--- config.mk ---
export PLATFORM = sky130hd
export DESIGN_NAME = tap_controller
export DESIGN_NICKNAME = d
export VERILOG_FILES = /design/src/rtl/jtag_pkg.sv /design/src/rtl/tap_controller.sv
export SDC_FILE = /design/constraint.sdc
export NUM_CORES = 1
export LEC_CHECK = 0
export CAP_MARGIN = 30
export CORE_AREA = 2 2 39 41
export CTS_CLUSTER_SIZE = 14
export DETAILED_ROUTE_END_ITERATION = 12
export DIE_AREA = 0 0 41 43
export PLACE_DENSITY = 0.66
export SYNTH_ARGS = -nofsm -noshare
export SYNTH_HDL_FRONTEND = slang
export SYNTH_SLANG_ARGS = --single-unit
--- constraint.sdc ---
create_clock -name TCK -period 1.61 [get_ports TCK]
set_clock_uncertainty 0.2 [all_clocks]
set_input_delay 0.322 -clock TCK [delete_from_list [all_inputs] [get_ports TCK]]
set_output_delay 0.322 -clock TCK [all_outputs]
set_load 0.005 [all_outputs]
--- src/rtl/jtag_pkg.sv ---
// Shared JTAG definitions: TAP state encoding, TAP next-state function,
// and instruction register sizing/opcodes used by the IR and decoder.
package jtag_pkg;

  // IEEE 1149.1 TAP state codes; all 16 values of the 4-bit field are legal
  localparam logic [3:0] TAP_TLR     = 4'hF;
  localparam logic [3:0] TAP_RTI     = 4'hC;
  localparam logic [3:0] TAP_SELDR   = 4'h7;
  localparam logic [3:0] TAP_CAPDR   = 4'h6;
  localparam logic [3:0] TAP_SHDR    = 4'h2;
  localparam logic [3:0] TAP_EX1DR   = 4'h1;
  localparam logic [3:0] TAP_PAUSEDR = 4'h3;
  localparam logic [3:0] TAP_EX2DR   = 4'h0;
  localparam logic [3:0] TAP_UPDDR   = 4'h5;
  localparam logic [3:0] TAP_SELIR   = 4'h4;
  localparam logic [3:0] TAP_CAPIR   = 4'hE;
  localparam logic [3:0] TAP_SHIR    = 4'hA;
  localparam logic [3:0] TAP_EX1IR   = 4'h9;
  localparam logic [3:0] TAP_PAUSEIR = 4'hB;
  localparam logic [3:0] TAP_EX2IR   = 4'h8;
  localparam logic [3:0] TAP_UPDIR   = 4'hD;

  // Instruction register width and the mandatory opcodes
  localparam int unsigned IR_DATA_WIDTH = 4;
  localparam logic [IR_DATA_WIDTH-1:0] IR_IDCODE = 4'b0001;
  localparam logic [IR_DATA_WIDTH-1:0] IR_BYPASS = 4'b1111;

  typedef enum logic [3:0] {
    ST_TLR     = TAP_TLR,
    ST_RTI     = TAP_RTI,
    ST_SELDR   = TAP_SELDR,
    ST_CAPDR   = TAP_CAPDR,
    ST_SHDR    = TAP_SHDR,
    ST_EX1DR   = TAP_EX1DR,
    ST_PAUSEDR = TAP_PAUSEDR,
    ST_EX2DR   = TAP_EX2DR,
    ST_UPDDR   = TAP_UPDDR,
    ST_SELIR   = TAP_SELIR,
    ST_CAPIR   = TAP_CAPIR,
    ST_SHIR    = TAP_SHIR,
    ST_EX1IR   = TAP_EX1IR,
    ST_PAUSEIR = TAP_PAUSEIR,
    ST_EX2IR   = TAP_EX2IR,
    ST_UPDIR   = TAP_UPDIR
  } tap_state_e;

  // TAP transition rule: the state entered on the next TCK given the TMS sample
  function automatic tap_state_e tap_next(input tap_state_e state, input logic tms);
    tap_next = ST_TLR;
    case (state)
      ST_TLR:     tap_next = tms ? ST_TLR     : ST_RTI;
      ST_RTI:     tap_next = tms ? ST_SELDR   : ST_RTI;
      ST_SELDR:   tap_next = tms ? ST_SELIR   : ST_CAPDR;
      ST_CAPDR:   tap_next = tms ? ST_EX1DR   : ST_SHDR;
      ST_SHDR:    tap_next = tms ? ST_EX1DR   : ST_SHDR;
      ST_EX1DR:   tap_next = tms ? ST_UPDDR   : ST_PAUSEDR;
      ST_PAUSEDR: tap_next = tms ? ST_EX2DR   : ST_PAUSEDR;
      ST_EX2DR:   tap_next = tms ? ST_UPDDR   : ST_SHDR;
      ST_UPDDR:   tap_next = tms ? ST_SELDR   : ST_RTI;
      ST_SELIR:   tap_next = tms ? ST_TLR     : ST_CAPIR;
      ST_CAPIR:   tap_next = tms ? ST_EX1IR   : ST_SHIR;
      ST_SHIR:    tap_next = tms ? ST_EX1IR   : ST_SHIR;
      ST_EX1IR:   tap_next = tms ? ST_UPDIR   : ST_PAUSEIR;
      ST_PAUSEIR: tap_next = tms ? ST_EX2IR   : ST_PAUSEIR;
      ST_EX2IR:   tap_next = tms ? ST_UPDIR   : ST_SHIR;
      ST_UPDIR:   tap_next = tms ? ST_SELDR   : ST_RTI;
      default:    tap_next = ST_TLR;
    endcase
  endfunction

endpackage

--- src/rtl/tap_controller.sv ---
// IEEE 1149.1 TAP controller: 16-state FSM clocked by TCK, steered by TMS,
// with per-state strobes for the IR/DR chains, TDO mux select and TDO enable.
// Every output is decoded from the state register only.
module tap_controller
  import jtag_pkg::*;
(
  input  logic       TCK,
  input  logic       TRST,
  input  logic       TMS,
  output logic [3:0] STATE,
  output logic       TLR,
  output logic       RTI,
  output logic       CAPTURE_IR,
  output logic       SHIFT_IR,
  output logic       UPDATE_IR,
  output logic       CAPTURE_DR,
  output logic       SHIFT_DR,
  output logic       UPDATE_DR,
  output logic       SELECT_IR,
  output logic       TDO_EN
);

  tap_state_e state_q;
  tap_state_e state_d;

  // State register; TRST wins over TMS and aborts any scan straight to TLR
  always_ff @(posedge TCK) begin
    if (TRST) begin
      state_q <= ST_TLR;
    end else begin
      state_q <= state_d;
    end
  end

  // Next state from TMS, and output decode from the current state only
  always_comb begin
    state_d    = tap_next(state_q, TMS);
    STATE      = state_q;
    TLR        = 1'b0;
    RTI        = 1'b0;
    CAPTURE_IR = 1'b0;
    SHIFT_IR   = 1'b0;
    UPDATE_IR  = 1'b0;
    CAPTURE_DR = 1'b0;
    SHIFT_DR   = 1'b0;
    UPDATE_DR  = 1'b0;
    SELECT_IR  = 1'b0;
    TDO_EN     = 1'b0;
    case (state_q)
      ST_TLR:   TLR = 1'b1;
      ST_RTI:   RTI = 1'b1;
      ST_CAPDR: CAPTURE_DR = 1'b1;
      ST_SHDR: begin
        SHIFT_DR = 1'b1;
        TDO_EN   = 1'b1;
      end
      ST_UPDDR: UPDATE_DR = 1'b1;
      ST_CAPIR: CAPTURE_IR = 1'b1;
      ST_SHIR: begin
        SHIFT_IR = 1'b1;
        TDO_EN   = 1'b1;
      end
      ST_UPDIR: UPDATE_IR = 1'b1;
      default: ;
    endcase
    case (state_q)
      ST_SELIR, ST_CAPIR, ST_SHIR, ST_EX1IR,
      ST_PAUSEIR, ST_EX2IR, ST_UPDIR: SELECT_IR = 1'b1;
      default: ;
    endcase
  end

endmodule

# --- Yosys cells after proc, flatten, opt, wreduce, memory -nomap -nowiden ---
# Index checks and enable logic that the tools add are counted.
totals:
  wordCells: 45
  ff_bits: 4
  output_inout_bits: 14
classes:
  reduce_logical: 6
  mux: 23
  n_eq_ne: 15
op_table:
  columns: ["operator", "count"]
  rows:
  - ["$pmux 4 s12", 1]
  - ["$eq 4x4->1 const B", 8]
  - ["$eq 4x3->1 const B", 4]
  - ["$mux 2", 6]
  - ["$mux 3", 4]
  - ["$mux 1", 11]
  - ["$eq 4x2->1 const B", 2]
  - ["$reduce_or 7->1", 1]
  - ["$reduce_or 2->1", 3]
  - ["$eq 4x1->1 const B", 1]
  - ["$logic_not 4->1", 1]
  - ["$mux 4", 1]
  - ["$reduce_or 3->1", 1]

# --- Longest topological paths before layout ---
logic_depth:
  ltp_word: 3
  mapped_depth: 4

# --- Least setup slack after synthesis ---
# Ideal clock, no wire load.
synth_path:
  path_kind: "register to output"
  startpoint: "register state_q[3] (netlist: STATE[3])"
  endpoint: "output port SELECT_IR"
  path_buffers: 1
  t_arrival_ps: 888
  path_slack_ps: 200
  stages_incl_launch_ff: 5
  required_ps: 1088
  path_cell_list: "dfxtp_1 -> buf_6 -> nand2b_4 -> o21a_1 -> o2bb2ai_1"
synth_between:
  elab_chain_cells: 3
synth_rtl:
  columns: ["element", "line_no", "source"]
  rows:
  - ["from (decl)", "tap_controller.sv:23", "tap_state_e state_q;"]
  - ["from (signal assigned)", "tap_controller.sv:31", "state_q <= state_d;"]
  - ["$eq 4x3->1 or $eq 4x4->1 (tied branches)", "tap_controller.sv:66", "case (state_q)"]
  - ["$reduce_or 7->1 (*)", "tap_controller.sv:66", null]
  - ["$mux 1 (*)", "tap_controller.sv:66", null]
  - ["to (decl)", "tap_controller.sv:19", "output logic SELECT_IR,"]
# Mark *: on every way between the ends. The rest lies on a longest branch, timed or not.

# --- Worst setup path in the final report ---
# Same ends and word-level chain as after synthesis.

==> flow_summary_export.csv <==
group,metric,value,unit
worst_setup_path,crit_fanout,4,
die,die_x,41,µm
cells_and_area,finalNetCount,79,
synth,synthTopCellsByArea,"dfxtp_1 24%, nor2_1 9.0%, buf_6 6.8%",
clock_network,cts_tree,"done",
sta,min_period,1.65,ns
worst_setup_path,rrSetupSlack,0.24,ns
synth,yosysTopAreaCell,"dfxtp_1",
sta,rsz0062_at_grt,"true",
hold_path,holdPathStages,3,
cells_and_area,mostFrequentLayoutCells,"12 x buf_4, 9 x buf_2, 5 x nor2_1, 5 x buf_6",
placement,postPlaceCellArea,581,µm²
power,power.density,835,nW/µm²
clock_network,cts.sinks,4,
worst_setup_path,crit_required,1.09,ns
synth,synth_area_per_cell,7.74,µm²
grt,grt_usage,12.6,%
worst_setup_path,end_kind,"output port",
clock_network,clk_latency,0.25,ns
job,cap_violations,0,
die,start_util,24.1,%
synth,ys_ff_latch,4,
hold_path,min-delay-start,"STATE[3]",
cells_and_area,layout.cells.non_filler,90,
die,ios,17,
sta,setup_viol,2,
synth,synth_compound_area_share,14.3,%
cells_and_area,area_delta_synth_final,91.7,%
synth,synthXorXnorAreaFrac,0,%
sta,fmax,606,MHz
cells_and_area,postLayoutCellArea,638,µm²
sta,fin_ws,-0.0394,ns
sta,tns,-0.0612,ns
power,irDropWorstVdd,0.369,mV
worst_setup_path,path_class,"reg2out",
synth,synth_top_area_share,24.1,%
route,drt_pass1_iterations,2,
grt,grt_max_degree,7,
sta,slew_viol_final,0,
clock_network,htree_levels,1,
clock_network,numCtsBuffers,3,
cells_and_area,mostFrequentLayoutCell,"buf_4",
route,vias,406,
synth,synthMuxAreaShare,3.01,%
synth,synth_top_family_by_area,"simple AND/OR/NAND/NOR gates",
sta,slew_headroom,87.3,%
worst_setup_path,arrival,1.13,ns
die,dieHeight,43,µm
grt,antenna_found_initial,0,
synth,synthAdderAreaFrac,0,%
hold_path,hold_class,"reg2reg",
route,antenna_left,0,
placement,io_buffers,16,
power,p_leak,0.316,nW
grt,grt_first_pass_wirelength,1480,µm
synth,syn-num-nets,46,
clock_network,holdBufCountCts,0,
route,wire_per_inst,10.8,µm
worst_setup_path,reg2reg_from,"STATE[2]",
status,violations,"negative setup slack",
die,coreArea,1380,µm²
cells_and_area,final_util,46.1,%
die,die_area,1760,µm²
hold_path,hold_path_end,"STATE[3]",
placement,hpwlAfterDp,657,µm
synth,synth_simple_gate_area_share,46.2,%
synth,ys_types,25,
worst_setup_path,r2r-end,"STATE[0]",
grt,gr-total-overflow,0,
status,outcome,"finished, violations left",
placement,gp_congestion,0.778,
cells_and_area,diodes,0,
synth,ys_seq_area_share,24.1,%
placement,placedCellCount,85,
clock_network,cts_buffer_depth,2,
cells_and_area,largest_reg_flops,4,
synth,yosysWarnings,0,
route,routed_wl,972,µm
route,drt-initial-drc-count,4,
clock_network,clkTransAtPathRegs,0.03,ns
die,num_rows,14,
worst_setup_path,r2r_cells,5,
route,viasPerCell,4.51,
cells_and_area,nFillCells,147,
synth,postSynthCellCount,43,
clock_network,cts_root_buffer,"clkbuf_4",
synth,netlist_area,333,µm²
sta,min_period_over_period,102,%
route,drc,0,
sta,hold_viol,0,
worst_setup_path,start_kind,"register",
cells_and_area,drive_gt1_share,63.5,%
grt,grt_pass1_vias,356,
sta,tightest_slew,0.190,ns
## stage by stage
stage | total power, mW | worst slack, ns | hold slack [ns]
after CTS | 0.519 | -0.0319 | 0.434
after detailed placement | 0.382 | -0.205 | 0.469
final | 0.533 | -0.0394 | 0.427
after floorplan | 0.249 | 0.200 | 0.222
after global placement | 0.380 | -0.226 | 0.463
after global routing | 0.572 | -0.0935 | 0.472
## where the power goes
part	switching [mW]	leakage (nW)	internal [mW]	total (mW)
Clock	0.0500	0.0138	0.0840	0.134
Sequential	0.0195	0.0331	0.115	0.134
Combinational	0.111	0.269	0.153	0.264
Total	0.180	0.316	0.352	0.533
## layer usage
metal	track usage, %	vias up	wire (µm)
met5	0	-	0
met4	10.0	0	18
met3	3.14	2	41
met2	16.6	11	493
met1	16.5	188	418
li1	-	205	-
## cells by family after synthesis
kind of cell,Yosys count
AND/OR/NAND/NOR,26
buffers and inverters,5
flip-flops,4
AO/OA/AOI/OAI,7
multiplexers,1
## area by class of cell
type	count	area [µm²]	share of cell area, %
clock buffers	3	22.5	3.53
inverters	1	3.75	0.588
multi-input cells	34	253	39.6
flip-flops and latches	4	92.6	14.5
well taps	16	20.0	3.14
repair buffers	32	246	38.6
## critical path, stage by stage (launching register included)
cell and delay, ns:
dfxtp_4 0.34, nand2b_4 0.14, o21a_1 0.18, o2bb2ai_2 0.11, buf_2 0.12
## synthesized netlist by cell type
| master | count |
|---|---|
| a21oi_1 | 1 |
| a221o_1 | 1 |
| a31oi_1 | 1 |
| and2_2 | 1 |
| and4_1 | 1 |
| buf_4 | 2 |
| buf_6 | 2 |
| dfxtp_1 | 4 |
| inv_1 | 1 |
| mux2i_1 | 1 |
| nand2_1 | 4 |
| nand2_4 | 1 |
| nand2b_1 | 2 |
| nand2b_2 | 1 |
| nand2b_4 | 1 |
| nand3_1 | 1 |
| nand3_2 | 1 |
| nor2_1 | 8 |
| nor2_2 | 1 |
| nor2b_2 | 1 |
| nor3_1 | 2 |
| o21a_1 | 1 |
| o21ai_0 | 2 |
| o2bb2ai_1 | 1 |
| or2_1 | 1 |
## worst max-delay path by stage
stage                         from   endpoint  slack [ns]
after floorplan           STATE[3]  SELECT_IR        0.20
after global placement    STATE[3]  SELECT_IR       -0.23
after detailed placement  STATE[3]  SELECT_IR       -0.20
after CTS                 STATE[3]  SELECT_IR       -0.03
after global routing      STATE[3]  SELECT_IR       -0.09
final                     STATE[3]  SELECT_IR       -0.04
## repair_timing
item                                    CTS  global route
pin swaps                                 2             1
buffers inserted                          2             0
gates resized for setup                  58             6
hold endpoints to repair                  0             0
endpoints found under the setup margin   14             7
Power figures use the tool's default switching activity.
